===== src/rtl/dmem_arbiter.sv =====
`default_nettype none
// ============================================================================
//  Module      : dmem_arbiter
//  Description : Two-port round-robin arbiter in front of a single-ported
//                data memory. Each granted request runs IDLE -> ACCESS -> DONE
//                with a one-cycle Ack pulse, and per-port completion counters.
//  Revision    : 1.0  initial release
// ============================================================================
module dmem_arbiter (
    input  logic       Clk,
    input  logic       Reset,
    // port 0 (core load/store)
    input  logic       Req0,
    input  logic       We0,
    input  logic [7:0] Addr0,
    input  logic [7:0] Wdata0,
    output logic       Ack0,
    output logic [7:0] Rdata0,
    // port 1 (loader/debug)
    input  logic       Req1,
    input  logic       We1,
    input  logic [7:0] Addr1,
    input  logic [7:0] Wdata1,
    output logic       Ack1,
    output logic [7:0] Rdata1,
    // data memory side
    output logic       MemWriteEn,
    output logic       MemToReg,
    output logic [7:0] MemAddress,
    output logic [7:0] MemDataIn,
    input  logic [7:0] MemDataOut,
    // status
    output logic [7:0] Count0,
    output logic [7:0] Count1,
    output logic       Busy
);

    typedef enum logic [1:0] {
        IDLE   = 2'd0,
        ACCESS = 2'd1,
        DONE   = 2'd2
    } state_t;

    state_t     state_q, state_d;
    logic       last_gnt_q, last_gnt_d;   // port granted most recently
    logic       gnt_q, gnt_d;             // port owning the in-flight access
    logic       we_q, we_d;
    logic [7:0] addr_q, addr_d;
    logic [7:0] wdata_q, wdata_d;
    logic [7:0] rdata0_q, rdata0_d;
    logic [7:0] rdata1_q, rdata1_d;
    logic [7:0] count0_q, count0_d;
    logic [7:0] count1_q, count1_d;

    logic       grant_valid;
    logic       grant_port;
    logic       in_access;
    logic       in_done;

    // State register; reset leaves last grant on port 1 so port 0 wins the first tie.
    always_ff @(posedge Clk) begin
        if (Reset) begin
            state_q    <= IDLE;
            last_gnt_q <= 1'b1;
            gnt_q      <= 1'b0;
            we_q       <= 1'b0;
            addr_q     <= 8'h00;
            wdata_q    <= 8'h00;
            rdata0_q   <= 8'h00;
            rdata1_q   <= 8'h00;
            count0_q   <= 8'h00;
            count1_q   <= 8'h00;
        end else begin
            state_q    <= state_d;
            last_gnt_q <= last_gnt_d;
            gnt_q      <= gnt_d;
            we_q       <= we_d;
            addr_q     <= addr_d;
            wdata_q    <= wdata_d;
            rdata0_q   <= rdata0_d;
            rdata1_q   <= rdata1_d;
            count0_q   <= count0_d;
            count1_q   <= count1_d;
        end
    end

    // Next-state, arbitration, read capture and counter update.
    always_comb begin
        state_d     = state_q;
        last_gnt_d  = last_gnt_q;
        gnt_d       = gnt_q;
        we_d        = we_q;
        addr_d      = addr_q;
        wdata_d     = wdata_q;
        rdata0_d    = rdata0_q;
        rdata1_d    = rdata1_q;
        count0_d    = count0_q;
        count1_d    = count1_q;
        grant_valid = 1'b0;
        grant_port  = 1'b0;

        case (state_q)
            IDLE: begin
                if (Req0 && Req1) begin
                    grant_valid = 1'b1;
                    grant_port  = ~last_gnt_q;
                end else if (Req0) begin
                    grant_valid = 1'b1;
                    grant_port  = 1'b0;
                end else if (Req1) begin
                    grant_valid = 1'b1;
                    grant_port  = 1'b1;
                end
            end
            ACCESS: begin
                state_d = DONE;
                if (!we_q) begin
                    if (gnt_q) rdata1_d = MemDataOut;
                    else       rdata0_d = MemDataOut;
                end
            end
            DONE: begin
                state_d = IDLE;
                // The acked port's own request is still high this cycle; only
                // the other port may be granted back-to-back.
                if (gnt_q) begin
                    count1_d = count1_q + 8'd1;
                    if (Req0) begin
                        grant_valid = 1'b1;
                        grant_port  = 1'b0;
                    end
                end else begin
                    count0_d = count0_q + 8'd1;
                    if (Req1) begin
                        grant_valid = 1'b1;
                        grant_port  = 1'b1;
                    end
                end
            end
            default: state_d = IDLE;
        endcase

        if (grant_valid) begin
            state_d    = ACCESS;
            gnt_d      = grant_port;
            last_gnt_d = grant_port;
            we_d       = grant_port ? We1    : We0;
            addr_d     = grant_port ? Addr1  : Addr0;
            wdata_d    = grant_port ? Wdata1 : Wdata0;
        end
    end

    assign in_access = (state_q == ACCESS);
    assign in_done   = (state_q == DONE);

    // Reset gates the write strobe combinationally so an aborted write never lands.
    assign MemWriteEn = in_access & we_q & ~Reset;
    assign MemToReg   = in_access & ~we_q;
    assign MemAddress = in_access ? addr_q  : 8'h00;
    assign MemDataIn  = in_access ? wdata_q : 8'h00;

    assign Ack0   = in_done & ~gnt_q & ~Reset;
    assign Ack1   = in_done &  gnt_q & ~Reset;
    assign Busy   = (state_q != IDLE) & ~Reset;
    assign Rdata0 = rdata0_q;
    assign Rdata1 = rdata1_q;
    assign Count0 = count0_q;
    assign Count1 = count1_q;

endmodule
`default_nettype wire


===== config.mk =====
export PLATFORM = sky130hd
export DESIGN_NAME = dmem_arbiter
export DESIGN_NICKNAME = d
export VERILOG_FILES = /design/src/rtl/dmem_arbiter.sv
export SDC_FILE = /design/constraint.sdc
export NUM_CORES = 1
export LEC_CHECK = 0
export CAP_MARGIN = 10
export CORE_MARGIN = 1.5
export CORE_UTILIZATION = 45
export CTS_CLUSTER_SIZE = 14
export DETAILED_ROUTE_END_ITERATION = 10
export GPL_ROUTABILITY_DRIVEN = 0
export GPL_TIMING_DRIVEN = 0
export PLACE_DENSITY = 0.9
export RECOVER_POWER = 50
export SKIP_LAST_GASP = 1
export SLEW_MARGIN = 20
export SYNTH_ARGS = -nofsm -noshare
export SYNTH_HDL_FRONTEND = slang
export SYNTH_SLANG_ARGS = --single-unit

===== constraint.sdc =====
create_clock -name Clk -period 3 [get_ports Clk]
set_input_delay 0.6 -clock Clk [delete_from_list [all_inputs] [get_ports Clk]]
set_output_delay 0.6 -clock Clk [all_outputs]
set_load 0.03 [all_outputs]

==> results_dict.tcl <==
set metrics [dict create \
    first_pass_iters 4 \
    worst_path_bufs_invs 3 \
    detailroute.via_count 2082 \
    proportion_of_register_bits_with_asynchronous_set_or_reset_after_synthesis_pct 0 \
    initial_utilization_pct 47.7 \
    critPathKind "register to primary output" \
    setup_viol 0 \
    worst_slew_pin_slew_ns 0.929 \
    p_leak_uw 0.00132 \
    critical_path.max_fanout 10 \
    clk_transition_reported_paths_ns 0.10 \
    synth_top_flop_cell "dfxtp_1" \
    syn-num-nets 291 \
    grt_setup_unrepaired "no" \
    critical_path.top_delay_family "buffers and inverters" \
    fin_total_pwr_uw 1450 \
    route.detailed.drc 0 \
    rrSetupSlack_ns 0.75 \
    slew_viol_final 0 \
    worstPathCellList "inv_1 -> nor2_4 -> clkbuf_2 -> and2_1 -> clkdlybuf4s50_1" \
    power_density_nw_per_um2 423 \
    diodes 0 \
    grt_start_max_net_pins 17 \
    ctsRootBufferMaster "clkbuf_8" \
    relSlewSlack_pct 37.6 \
    max_clock_freq_ghz 0.365 \
    dr.max_layer_used "met4" \
    critPathCaptureType "primary output" \
    rr_worst_depth 7 \
    cp_capture_point "MemAddress[6]" \
    die_w_um 74.7 \
    dr_wl_met2_mm 2.80 \
    filler_cell_count 393 \
    core_area_sq_um 4850 \
    r2r_start "gnt_q$_SDFFE_PP0P_" \
    cts_hold_buf 0 \
    synth_edf_count 0 \
    nets 395 \
    timing.critical_path.slowest_cell_delay_ns 0.67 \
    timing.critical_path.depth 5 \
    cts_made_buffers 5 \
    synth_top_cells_by_count "dfxtp_1, nor2_1, mux2i_1" \
    hold_class "register to register" \
    synthDominantAreaCellType "dfxtp_1" \
    avgViaCountPerCell 5.02 \
    outcome "completed" \
    synth.avg_cell_area_sq_um 9.52 \
    antenna_found_initial 0 \
    final_cell_area_sq_um 3430 \
    ant_nets_after_route 0 \
    critical-path-slowest-cell "clkdlybuf4s50_1" \
    hold_path.startpoint "Rdata0[4]$_SDFFE_PP0P_" \
    yosys_warnings 0 \
    y_dimension_of_the_die_um 74.7 \
    critical_path_required_ns 2.40 \
    final_routed_wirelength_mm 5.58 \
    crit_path_start "state_q[0]$_SDFFE_PP0P_" \
    row_count 25 \
    remaining_overflow_grt 0 \
    route.detailed.wl_per_inst_um 13.5 \
    critPathArrivalTime_ns 2.14 \
    fraction_of_the_yosys_area_taken_by_sequential_cells_pct 45.9 \
    dieArea_sq_um 5580 \
    dpl.hpwl_mm 4.36 \
    layout_min_cycle_time_ns 2.74 \
    cts_num_sinks 53 \
    ys_top_cells_by_area "dfxtp_1, mux2i_1, o2bb2ai_1, nor2_1, and2_1" \
    synth.cell_area_sq_um 2310 \
    routedLengthMet1_mm 2.29 \
    placement.cell_area_sq_um 3380 \
    globalRouteTotalUtil_pct 21.3 \
    drtIter0Drc 54 \
    max_cap_viol_count 0 \
    worst_setup_path_start_kind "register" \
    postCtsSetupRepairBufs 0 \
    synth_top_area_share_pct 45.9 \
    ctsHtreeMaxLevel 2 \
    clock_tree_from_tritoncts "yes" \
    cts_buffer_depth 2 \
    timing.final.hold_violations 0 \
    synthMostInstantiatedCell "dfxtp_1" \
    timing.rr.end "wdata_q[2]$_SDFFE_PP0P_" \
    ioPinCount 99 \
    clock_latency_ns 0.31 \
    count_of_buffers_from_port_buffering 98 \
    post_synthesis_instance_total 243 \
    route.met3.wl_um 438 \
    via_count_of_the_first_global_routing_pass 1965 \
    finalCritPeriodShare_pct 91.4 \
    highest_ir_drop_seen_on_vdd_uv 247 \
    syn_to_final_growth_pct 48.2 \
    synth.distinct_cells 35 \
    drive_gt1_share_pct 4.89 \
    worst_clock_skew_ns 0.0105 \
    number_of_register_bits_inferred_by_synthesis 53 \
    grt_first_pass_wirelength_mm 9.00 \
]
-- worst min-delay path: stages, from the launching register on --
cell	delay, ns
dfxtp_1	0.32
nand2_1	0.05
a21oi_1	0.05
-- logic make-up after synthesis --
| logic type | share of synthesized area, % |
|---|---|
| DFF | 45.9 |
| AOI/OAI and AO/OA | 11.0 |
| adders and majority gates | 1.08 |
| muxes | 11.3 |
| buffers and inverters | 4.44 |
| and+or+nand+nor | 21.8 |
| xor gates and xnor gates | 4.55 |
-- final cells by class --
type	instances	area [sq um]	share of cell area [%]
Multi-Input combinational cell	171	1120	32.8
Sequential cell	53	1060	31.0
Clock buffer	5	68.8	2.01
Inverter	4	15.0	0.438
Tap cell	67	83.8	2.45
Buffer	14	72.6	2.12
Timing Repair Buffer	98	985	28.7
Clock inverter	3	17.5	0.511
-- through the flow --
step	setup WS, ns	hold WS [ns]	std cells	util [%]	TNS (ns)
3_5_place_dp	-0.269	0.443	408	69.7	-0.777
5_1_grt	0.0722	0.475	415	70.7	0
6_report	0.258	0.459	415	70.7	0
4_1_cts	-0.00315	0.459	415	71.4	-0.00315
3_3_place_gp	-0.258	0.436	408	69.7	-0.755
2_1_floorplan	0.980	0.424	243	-	0
-- flip-flops by register name (all words and copies together), names as in the netlist --
signal,flops
wdata_q,8
last_gnt_q,1
Count0,8
we_q,1
Rdata1,8
gnt_q,1
Count1,8
state_q,2
Rdata0,8
addr_q,8
-- per-layer routing --
layer  up-vias  track usage [%]
li1       1037                -
met3         6             7.36
met2        72             38.4
met5         -                0
met1       967             24.0
met4         0             5.45
-- report_power, final --
group,switching [uW],internal [uW]
clock network,234,162
registers,22.2,741
logic,146,143
-- timing repair --
| action | in CTS | in global routing |
|---|---|---|
| setup endpoints to repair | 13 | 13 |
| pin swaps | 0 | 0 |
| gates resized for setup | 2 | 8 |
-- placed cells by master, fill, tap and decap left out, drive strengths merged --
cell type / netlist / final
and2: 17 / 17
nand2: 24 / 24
o2bb2ai: 17 / 17
clkbuf: 5 / 15
a21oi: 12 / 12
clkinv: 0 / 2
xnor2: 8 / 8
nand3: 3 / 3
ha: 2 / 2
dlygate4sd3: 0 / 11
o21ai: 2 / 2
nor3: 4 / 4
nor4: 2 / 2
inv: 4 / 4
dfxtp: 53 / 53
nor3b: 2 / 2
clkdlybuf4s50: 0 / 82
nand4: 3 / 3
clkinvlp: 0 / 1
or3: 3 / 3
nor2b: 1 / 1
and3: 2 / 2
nand3b: 2 / 2
mux2i: 26 / 26
a211o: 1 / 1
o221ai: 1 / 1
or2: 1 / 1
or3b: 1 / 1
a21boi: 1 / 1
xor2: 4 / 4
buf: 10 / 5
and3b: 1 / 1
nor2: 29 / 29
dlymetal6s2s: 0 / 4
nand2b: 2 / 2
-- worst min-delay path by stage --
stage                                         end  depth (start not counted)
final                      Rdata0[4]$_SDFFE_PP0P_                          2
after CTS                  Rdata0[0]$_SDFFE_PP0P_                          2
after floorplan            addr_q[0]$_SDFFE_PP0P_                          1
after global routing       Rdata0[0]$_SDFFE_PP0P_                          2
after detailed placement  wdata_q[3]$_SDFFE_PP0P_                          1
after global placement    wdata_q[1]$_SDFFE_PP0P_                          1
(Power assumes the default switching activity.)
